**src/rtl/stack_pkg.sv**
```systemverilog
// Shared types and helpers for the parametrised LIFO stack.
package stack_pkg;

    // Operation decoded from {push, pop}.
    typedef enum logic [1:0] {
        OP_IDLE    = 2'b00,
        OP_POP     = 2'b01,
        OP_PUSH    = 2'b10,
        OP_REPLACE = 2'b11
    } op_e;

    // Width needed to hold an occupancy count of 0..depth inclusive.
    function automatic int count_width(input int depth);
        return $clog2(depth + 1);
    endfunction

    // Width needed to address depth entries; never narrower than one bit.
    function automatic int addr_width(input int depth);
        return (depth > 1) ? $clog2(depth) : 1;
    endfunction

endpackage

```
**src/rtl/stack_regfile.sv**
```systemverilog
// DEPTH x WIDTH storage array: one synchronous write port, one
// asynchronous read port. Contents are not reset.
module stack_regfile
    import stack_pkg::*;
#(
    parameter int WIDTH = 8,
    parameter int DEPTH = 16,
    parameter int AW    = addr_width(DEPTH)
) (
    input  logic             clk,
    input  logic             we,
    input  logic [AW-1:0]    waddr,
    input  logic [WIDTH-1:0] wdata,
    input  logic [AW-1:0]    raddr,
    output logic [WIDTH-1:0] rdata
);

    logic [WIDTH-1:0] mem [DEPTH];

    // Write the addressed entry on an accepted push or replace.
    always_ff @(posedge clk) begin
        if (we) begin
            mem[waddr] <= wdata;
        end
    end

    // Combinational read of the addressed entry.
    always_comb begin
        rdata = mem[raddr];
    end

endmodule

```
**src/rtl/param_lifo_stack.sv**
```systemverilog
// Parametrised LIFO stack with push, pop and replace-top, registered pop
// result with a done pulse, occupancy status and sticky error flags.
module param_lifo_stack
    import stack_pkg::*;
#(
    parameter int WIDTH = 8,
    parameter int DEPTH = 16,
    parameter int CW    = count_width(DEPTH)
) (
    input  logic             clk,
    input  logic             rst_n,
    input  logic             push,
    input  logic             pop,
    input  logic [WIDTH-1:0] din,
    input  logic             clr_err,
    output logic [WIDTH-1:0] dout,
    output logic             done,
    output logic [WIDTH-1:0] top,
    output logic [CW-1:0]    count,
    output logic             full,
    output logic             empty,
    output logic             overflow,
    output logic             underflow
);

    localparam int            AW      = addr_width(DEPTH);
    localparam logic [CW-1:0] DEPTH_C = CW'(DEPTH);

    op_e              op;
    logic             we;
    logic [AW-1:0]    waddr;
    logic [AW-1:0]    raddr;
    logic [WIDTH-1:0] rdata;
    logic [CW-1:0]    count_nxt;
    logic [WIDTH-1:0] dout_nxt;
    logic             done_nxt;
    logic             ovf_set;
    logic             unf_set;

    assign op    = op_e'({push, pop});
    assign full  = (count == DEPTH_C);
    assign empty = (count == '0);

    // The read port always points at the top entry; when empty the address
    // is parked at 0 and the visible top is forced to 0.
    assign raddr = empty ? '0 : AW'(count - CW'(1));
    assign top   = empty ? '0 : rdata;

    stack_regfile #(
        .WIDTH (WIDTH),
        .DEPTH (DEPTH),
        .AW    (AW)
    ) u_regfile (
        .clk   (clk),
        .we    (we),
        .waddr (waddr),
        .wdata (din),
        .raddr (raddr),
        .rdata (rdata)
    );

    // Decode the requested operation against the full/empty guards.
    always_comb begin
        we        = 1'b0;
        waddr     = '0;
        count_nxt = count;
        dout_nxt  = dout;
        done_nxt  = 1'b0;
        ovf_set   = 1'b0;
        unf_set   = 1'b0;
        case (op)
            OP_PUSH: begin
                if (!full) begin
                    we        = 1'b1;
                    waddr     = AW'(count);
                    count_nxt = count + CW'(1);
                    done_nxt  = 1'b1;
                end else begin
                    ovf_set   = 1'b1;
                end
            end
            OP_POP: begin
                if (!empty) begin
                    dout_nxt  = rdata;
                    count_nxt = count - CW'(1);
                    done_nxt  = 1'b1;
                end else begin
                    unf_set   = 1'b1;
                end
            end
            OP_REPLACE: begin
                if (!empty) begin
                    // Old top leaves through dout while din takes its slot.
                    we        = 1'b1;
                    waddr     = raddr;
                    dout_nxt  = rdata;
                    done_nxt  = 1'b1;
                end else begin
                    // Nothing to pop: the push half still lands in slot 0.
                    we        = 1'b1;
                    waddr     = '0;
                    count_nxt = CW'(1);
                    done_nxt  = 1'b1;
                    unf_set   = 1'b1;
                end
            end
            default: begin
            end
        endcase
    end

    // Control and result registers; a new error outranks a same-cycle clear.
    always_ff @(posedge clk or negedge rst_n) begin
        if (!rst_n) begin
            count     <= '0;
            dout      <= '0;
            done      <= 1'b0;
            overflow  <= 1'b0;
            underflow <= 1'b0;
        end else begin
            count     <= count_nxt;
            dout      <= dout_nxt;
            done      <= done_nxt;
            overflow  <= (overflow  & ~clr_err) | ovf_set;
            underflow <= (underflow & ~clr_err) | unf_set;
        end
    end

endmodule

```
**config.mk**
```make
export PLATFORM = sky130hd
export DESIGN_NAME = param_lifo_stack
export DESIGN_NICKNAME = d
export VERILOG_FILES = /design/src/rtl/stack_pkg.sv /design/src/rtl/stack_regfile.sv /design/src/rtl/param_lifo_stack.sv
export SDC_FILE = /design/constraint.sdc
export NUM_CORES = 1
export LEC_CHECK = 0
export CAP_MARGIN = 20
export CORE_UTILIZATION = 35
export DETAILED_ROUTE_END_ITERATION = 8
export GPL_TIMING_DRIVEN = 0
export PLACE_DENSITY = 0.5
export RECOVER_POWER = 25
export SETUP_SLACK_MARGIN = 0.3
export SLEW_MARGIN = 10
export SYNTH_ARGS = -nofsm -noshare
export SYNTH_HDL_FRONTEND = slang
export SYNTH_HIERARCHICAL = 1
export SYNTH_SLANG_ARGS = --single-unit
```
**constraint.sdc**
```tcl
create_clock -name clk -period 5.15 [get_ports clk]
set_input_delay 1.03 -clock clk [delete_from_list [all_inputs] [get_ports clk]]
set_output_delay 1.03 -clock clk [all_outputs]
set_load 0.02 [all_outputs]
```
* Word-level counts from Yosys, hierarchy flattened
Memory sizes are Yosys's and may differ from the RTL's.
Index checks and enable logic that the tools add are counted.
** Word-level totals
- Output and inout port bits :: 26
- Memories kept :: 1
- Bits in writable memories :: 128
- Register bits after elaboration :: 16
- Logic and storage cells :: 45
- Input port bits :: 13
** Operators by class
- Reduce and logical (&&, ||, !) cells :: 5
- $add $sub $neg :: 2
- Bitwise operators :: 6
- Eq/ne operators :: 7
- Muxes and demuxes :: 19
** Memory list
- u_regfile.mem :: depth 16, bits a word 8, read ports 1, clocked after Yosys merged registers in 0, wr ports 1, RTL line stack_regfile.sv:18 : logic [WIDTH-1:0] mem [DEPTH];
** Operators by type and width (count)
- $mux 5 :: 3
- $pmux 5 s3 :: 1
- $mux 4 :: 3
- $mux 1 :: 8
- $mux 8 :: 1
- $pmux 4 s2 :: 1
- $ne 2x2->1 const B :: 3
- $add 5x1->5 const B :: 1
- $eq 5x5->1 const B :: 1
- $logic_not 5->1 :: 1
- $sub 5x1->5 const B :: 1
- $eq 2x2->1 const B :: 2
- $reduce_and 4->1 :: 1
- $pmux 1 s3 :: 1
- $reduce_bool 3->1 :: 1
- $and 1x1->1 :: 2
- $eq 2x1->1 const B :: 1
- $not 1->1 :: 2
- $or 1x1->1 :: 2
- $pmux 1 s2 :: 1
- $reduce_and 2->1 :: 1
- $reduce_or 2->1 :: 1

* Longest topological paths before layout
- Word-level depth :: 5
- Gate-level depth with buffers :: 11

* Modules after synthesis
The synthesis kept the hierarchy.
** Modules (own cells, without submodules)
- stack_regfile :: cells each 221, instances 1, area each 4987.3 µm², sequential area each 3843.7 µm²
- param_lifo_stack :: cells each 115, instances 1, area each 1062.3 µm², sequential area each 400.4 µm²

* Worst setup path before layout
No wires, ideal clock.
- Path kind :: reg2out
- Start point :: reg count[0]
- End point :: out top[1]
- Cell stages (with the launch flop) :: 12
- Slack :: 1.470 ns
- Required time :: 4.120 ns
- Arrival :: 2.650 ns
- Buffers on the path :: 3
- Path through :: dfrtp_1 > clkbuf_1 > inv_1 > ha_1 > nor4b_4 > nor2_1 > buf_6 > buf_6 > mux4_1 > a22oi_1 > nand2_1 > nor2b_1
** On the way
- Cells in the longest elaborated chain, start to end :: 4
- Elaborated cells between the ends (all ways) :: 5
- Those cells by class :: add/sub: 1; mux: 2; reduce/logical: 1; memory: 1
** Ends and longest elaborated chain
- start: declaration :: RTL line param_lifo_stack.sv:19 : output logic [CW-1:0] count,
- start signal: assignment :: RTL line param_lifo_stack.sv:121 : count <= count_nxt;
- $sub 5x1->5 / $logic_not 5->1 (equally long branches)
- $mux 4 (*) :: RTL line param_lifo_stack.sv:46 : assign raddr = empty ? '0 : AW'(count - CW'(1));
- via raddr[0] :: RTL line param_lifo_stack.sv:32 : logic [AW-1:0] raddr;
- $mem_v2 16x8 (*)
- via rdata[1] :: RTL line param_lifo_stack.sv:33 : logic [WIDTH-1:0] rdata;
- $mux 8 (*) :: RTL line param_lifo_stack.sv:47 : assign top = empty ? '0 : rdata;
- end: declaration :: RTL line param_lifo_stack.sv:18 : output logic [WIDTH-1:0] top,
Mark *: on every way through the listed nets, which the timed path passes. The rest lies on a longest branch.

* Worst setup path after layout
- Start point :: reg count[0]
- End point :: out top[6]
The elaborated chain is that of the path after synthesis.

==> impl_metrics.env <==
export IMPL_hold_end="dout[2]"
export IMPL_seq_area_frac_synth_pct=70.2
export IMPL_fill_cells=1480
export IMPL_synthFlopType="edfxtp_1"
export IMPL_cts_sinks=144
export IMPL_post_dp_hpwl_um=8800
export IMPL_clk_pin_slew_ps=60
export IMPL_min_delay_start="dout[2]"
export IMPL_drtAntennaViolNets=0
export IMPL_powerDensity_nw_per_um2=639
export IMPL_cts_buffers=17
export IMPL_reg2reg_from="count[0]"
export IMPL_grt_usage_pct=16.1
export IMPL_setup_viol=0
export IMPL_die_w_um=133
export IMPL_rows=47
export IMPL_h_tree_depth=4
export IMPL_synth_area_leader_cell="edfxtp_1"
export IMPL_ioPinCount=39
export IMPL_crit_arrival_ps=3750
export IMPL_fin_skew_ps=5.18
export IMPL_grt_max_degree=17
export IMPL_critPathSlowestCell="mux4_2"
export IMPL_grt_antenna_before_repair=0
export IMPL_antennaDiodeCount=0
export IMPL_synth_enable_flop_cells=128
export IMPL_num_vias=3247
export IMPL_fin_crit_ps=4780
export IMPL_status="finished, final reports clean"
export IMPL_max_freq_mhz=209
export IMPL_multi_input_area_um2=1690
export IMPL_synth_ff_latch_count=144
export IMPL_start_kind="flip-flop"
export IMPL_reg2reg_depth=10
export IMPL_critical_path_class="flip-flop to output pin"
export IMPL_core_region_area_um2=16700
export IMPL_drc=0
export IMPL_grt_pass1_wl_um=20400
export IMPL_maxCapViolCount=0
export IMPL_post_drt_wl_per_cell_um=21.0
export IMPL_cts_tree="built"
export IMPL_period_share_pct=92.7
export IMPL_path_cells="clkbuf_2 > inv_1 > ha_1 > nor4b_4 > nor2_1 > buf_6 > buf_6 > mux4_2 > a22oi_1 > nand2_1 > nor2b_1 > clkdlybuf4s50_1"
export IMPL_syn_to_final_growth_pct=21.4
export IMPL_grt_overflow_total=0
export IMPL_slew_violations=0
export IMPL_netlist_area_um2=6050
export IMPL_vias_per_cell=5.16
export IMPL_finalHoldViolCount=0
export IMPL_fin_tns_setup_ps=0
export IMPL_totalWireLength_um=13200
export IMPL_first_global_vias=3311
export IMPL_reg2reg_slack_ps=1530
export IMPL_holdPathStages=1
export IMPL_worstSetupEndpointType="output pin"
export IMPL_p_leak_nw=2.55
export IMPL_relSlewSlack_pct=42.5
export IMPL_drive_above_1_share_pct=21.8
export IMPL_fp_dieH_um=133
export IMPL_synth_nets=352
export IMPL_crit_top_cell="buf_6"
export IMPL_root_buffer="clkbuf_16"
export IMPL_numPortBuffers=38
export IMPL_grt_setup_unrepaired="true"
export IMPL_hp_class="flip-flop to flip-flop"
export IMPL_synth_area_top_cells="edfxtp_1 (64%), mux4_2 (6.7%), dfrtp_1 (6.6%)"
export IMPL_start_util_pct=36.2
export IMPL_firstDrtPassIters=4
export IMPL_clockBufferDepth=2
export IMPL_drt_iter0_markers=125
export IMPL_synth_cells=336
export IMPL_async_reset_ff_share_pct=11.1
export IMPL_crit_fanout=10
export IMPL_final_util_pct=44.0
export IMPL_die_area_um2=17800
export IMPL_clk_latency_ps=420
export IMPL_cp_required_ps=4120
export IMPL_synth_cell_type_count=39
export IMPL_syn_avg_cell_area_um2=18.0
export IMPL_cpPeakStageDelay_ps=560
export IMPL_vdd_drop_max_mv=0.386
export IMPL_finalWeightedCongestion=0.765
export IMPL_synth_warnings=6
export IMPL_tightest_slew_ps=859
export IMPL_cts_hold_fix_buffers=0
export IMPL_synth_top_area_share_pct=63.5
export IMPL_fin_nets=412
export IMPL_r2r_end="u_regfile/mem[3][1]"
export IMPL_seq_area_um2=4240
==> registers in the layout (all words and copies together) (netlist names) <==
register / flops
done: 1
overflow: 1
underflow: 1
count: 5
u_regfile/mem: 128
dout: 8
==> critical path, delay by kind of cell (launching register included) <==
kind	cells	cell delay (ps)
compound gates	1	250
flops	1	380
fa+ha+maj	1	280
mux	1	560
buf+inv	5	1230
simple gates	4	640
==> cells in the final DEF (no fill, tap or decap), types with 13 or more instances in the layout <==
cell type and instances:
edfxtp_1 128, nor2_1 19, a21oi_1 13, nand2_1 13
mux4_1 14, clkbuf_16 17, dfrtp_1 16, clkdlybuf4s50_1 26
mux4_2 18
==> area by class of cell <==
class / instances / share of cell area (%)
Clock buffer: 19 / 5.89
Inverter: 8 / 0.409
Buffer: 18 / 1.92
Tap cell: 220 / 3.75
Clock inverter: 13 / 1.65
Sequential cell: 144 / 57.8
Multi-Input combinational cell: 166 / 23.0
Timing Repair Buffer: 41 / 5.59
==> worst max path at each step <==
| stage | startpoint | endpoint | slack (ps) | depth (start not counted) |
|---|---|---|---|---|
| after floorplan | count[0] | top[1] | 1470 | 11 |
| after global placement | count[0] | top[2] | 360 | 11 |
| after detailed placement | count[0] | top[2] | 340 | 11 |
| after CTS | count[0] | top[2] | 230 | 12 |
| after global routing | count[0] | top[7] | 160 | 12 |
| final | count[0] | top[6] | 370 | 12 |
==> where the power goes <==
part | switching [W] | internal, W
Sequential | 0.0000577 | 0.00140
Combinational | 0.00114 | 0.000954
Clock | 0.000449 | 0.000703
==> through the flow <==
stage          hold WS (ps)  setup WS, ps  total power [W]  cells  area (um^2)
5_1_grt                 527           157          0.00494    629         7350
2_1_floorplan           617          1470          0.00277    336         6050
6_report                507           374          0.00470    629         7350
4_1_cts                 512           227          0.00476    629         7330
3_3_place_gp            491           355          0.00354    594         6710
3_5_place_dp            498           340          0.00356    595         6730
==> Yosys cell counts (all sizes together), types with 5 or more instances <==
master and number:
mux4 32, dfrtp 16, a22oi 16, edfxtp 128, nor2 22, buf 10
nor3 6, inv 8, nor2b 11, a21oi 13, nand3 6, clkbuf 5
nand2b 6, nand2 13, mux2 9
==> what timing repair did <==
action                                  CTS  global route
endpoints found under the setup margin    8             6
resized for setup                        11             8
buffers inserted                          2             0
==> logic make-up after synthesis <==
| family | Yosys count | synth area share [%] |
|---|---|---|
| DFF | 144 | 70.2 |
| AOI/OAI and AO/OA | 41 | 4.65 |
| buffers and inverters | 26 | 2.63 |
| and+or+nand+nor | 77 | 6.83 |
| muxes | 45 | 15.1 |
| adders and majority gates | 3 | 0.621 |
==> routing by layer <==
| metal | wire length [um] | part of all wire, % | global-route usage [%] | vias to the layer above |
|---|---|---|---|---|
| li1 | - | - | - | 1470 |
| met1 | 5990 | 45 | 22.0 | 1668 |
| met2 | 6350 | 48 | 24.7 | 94 |
| met3 | 731 | 5.5 | 3.77 | 15 |
| met4 | 133 | 1.0 | 6.69 | 0 |
| met5 | 0 | 0 | 0 | - |
Note: power is estimated with default switching activity, not from simulation.
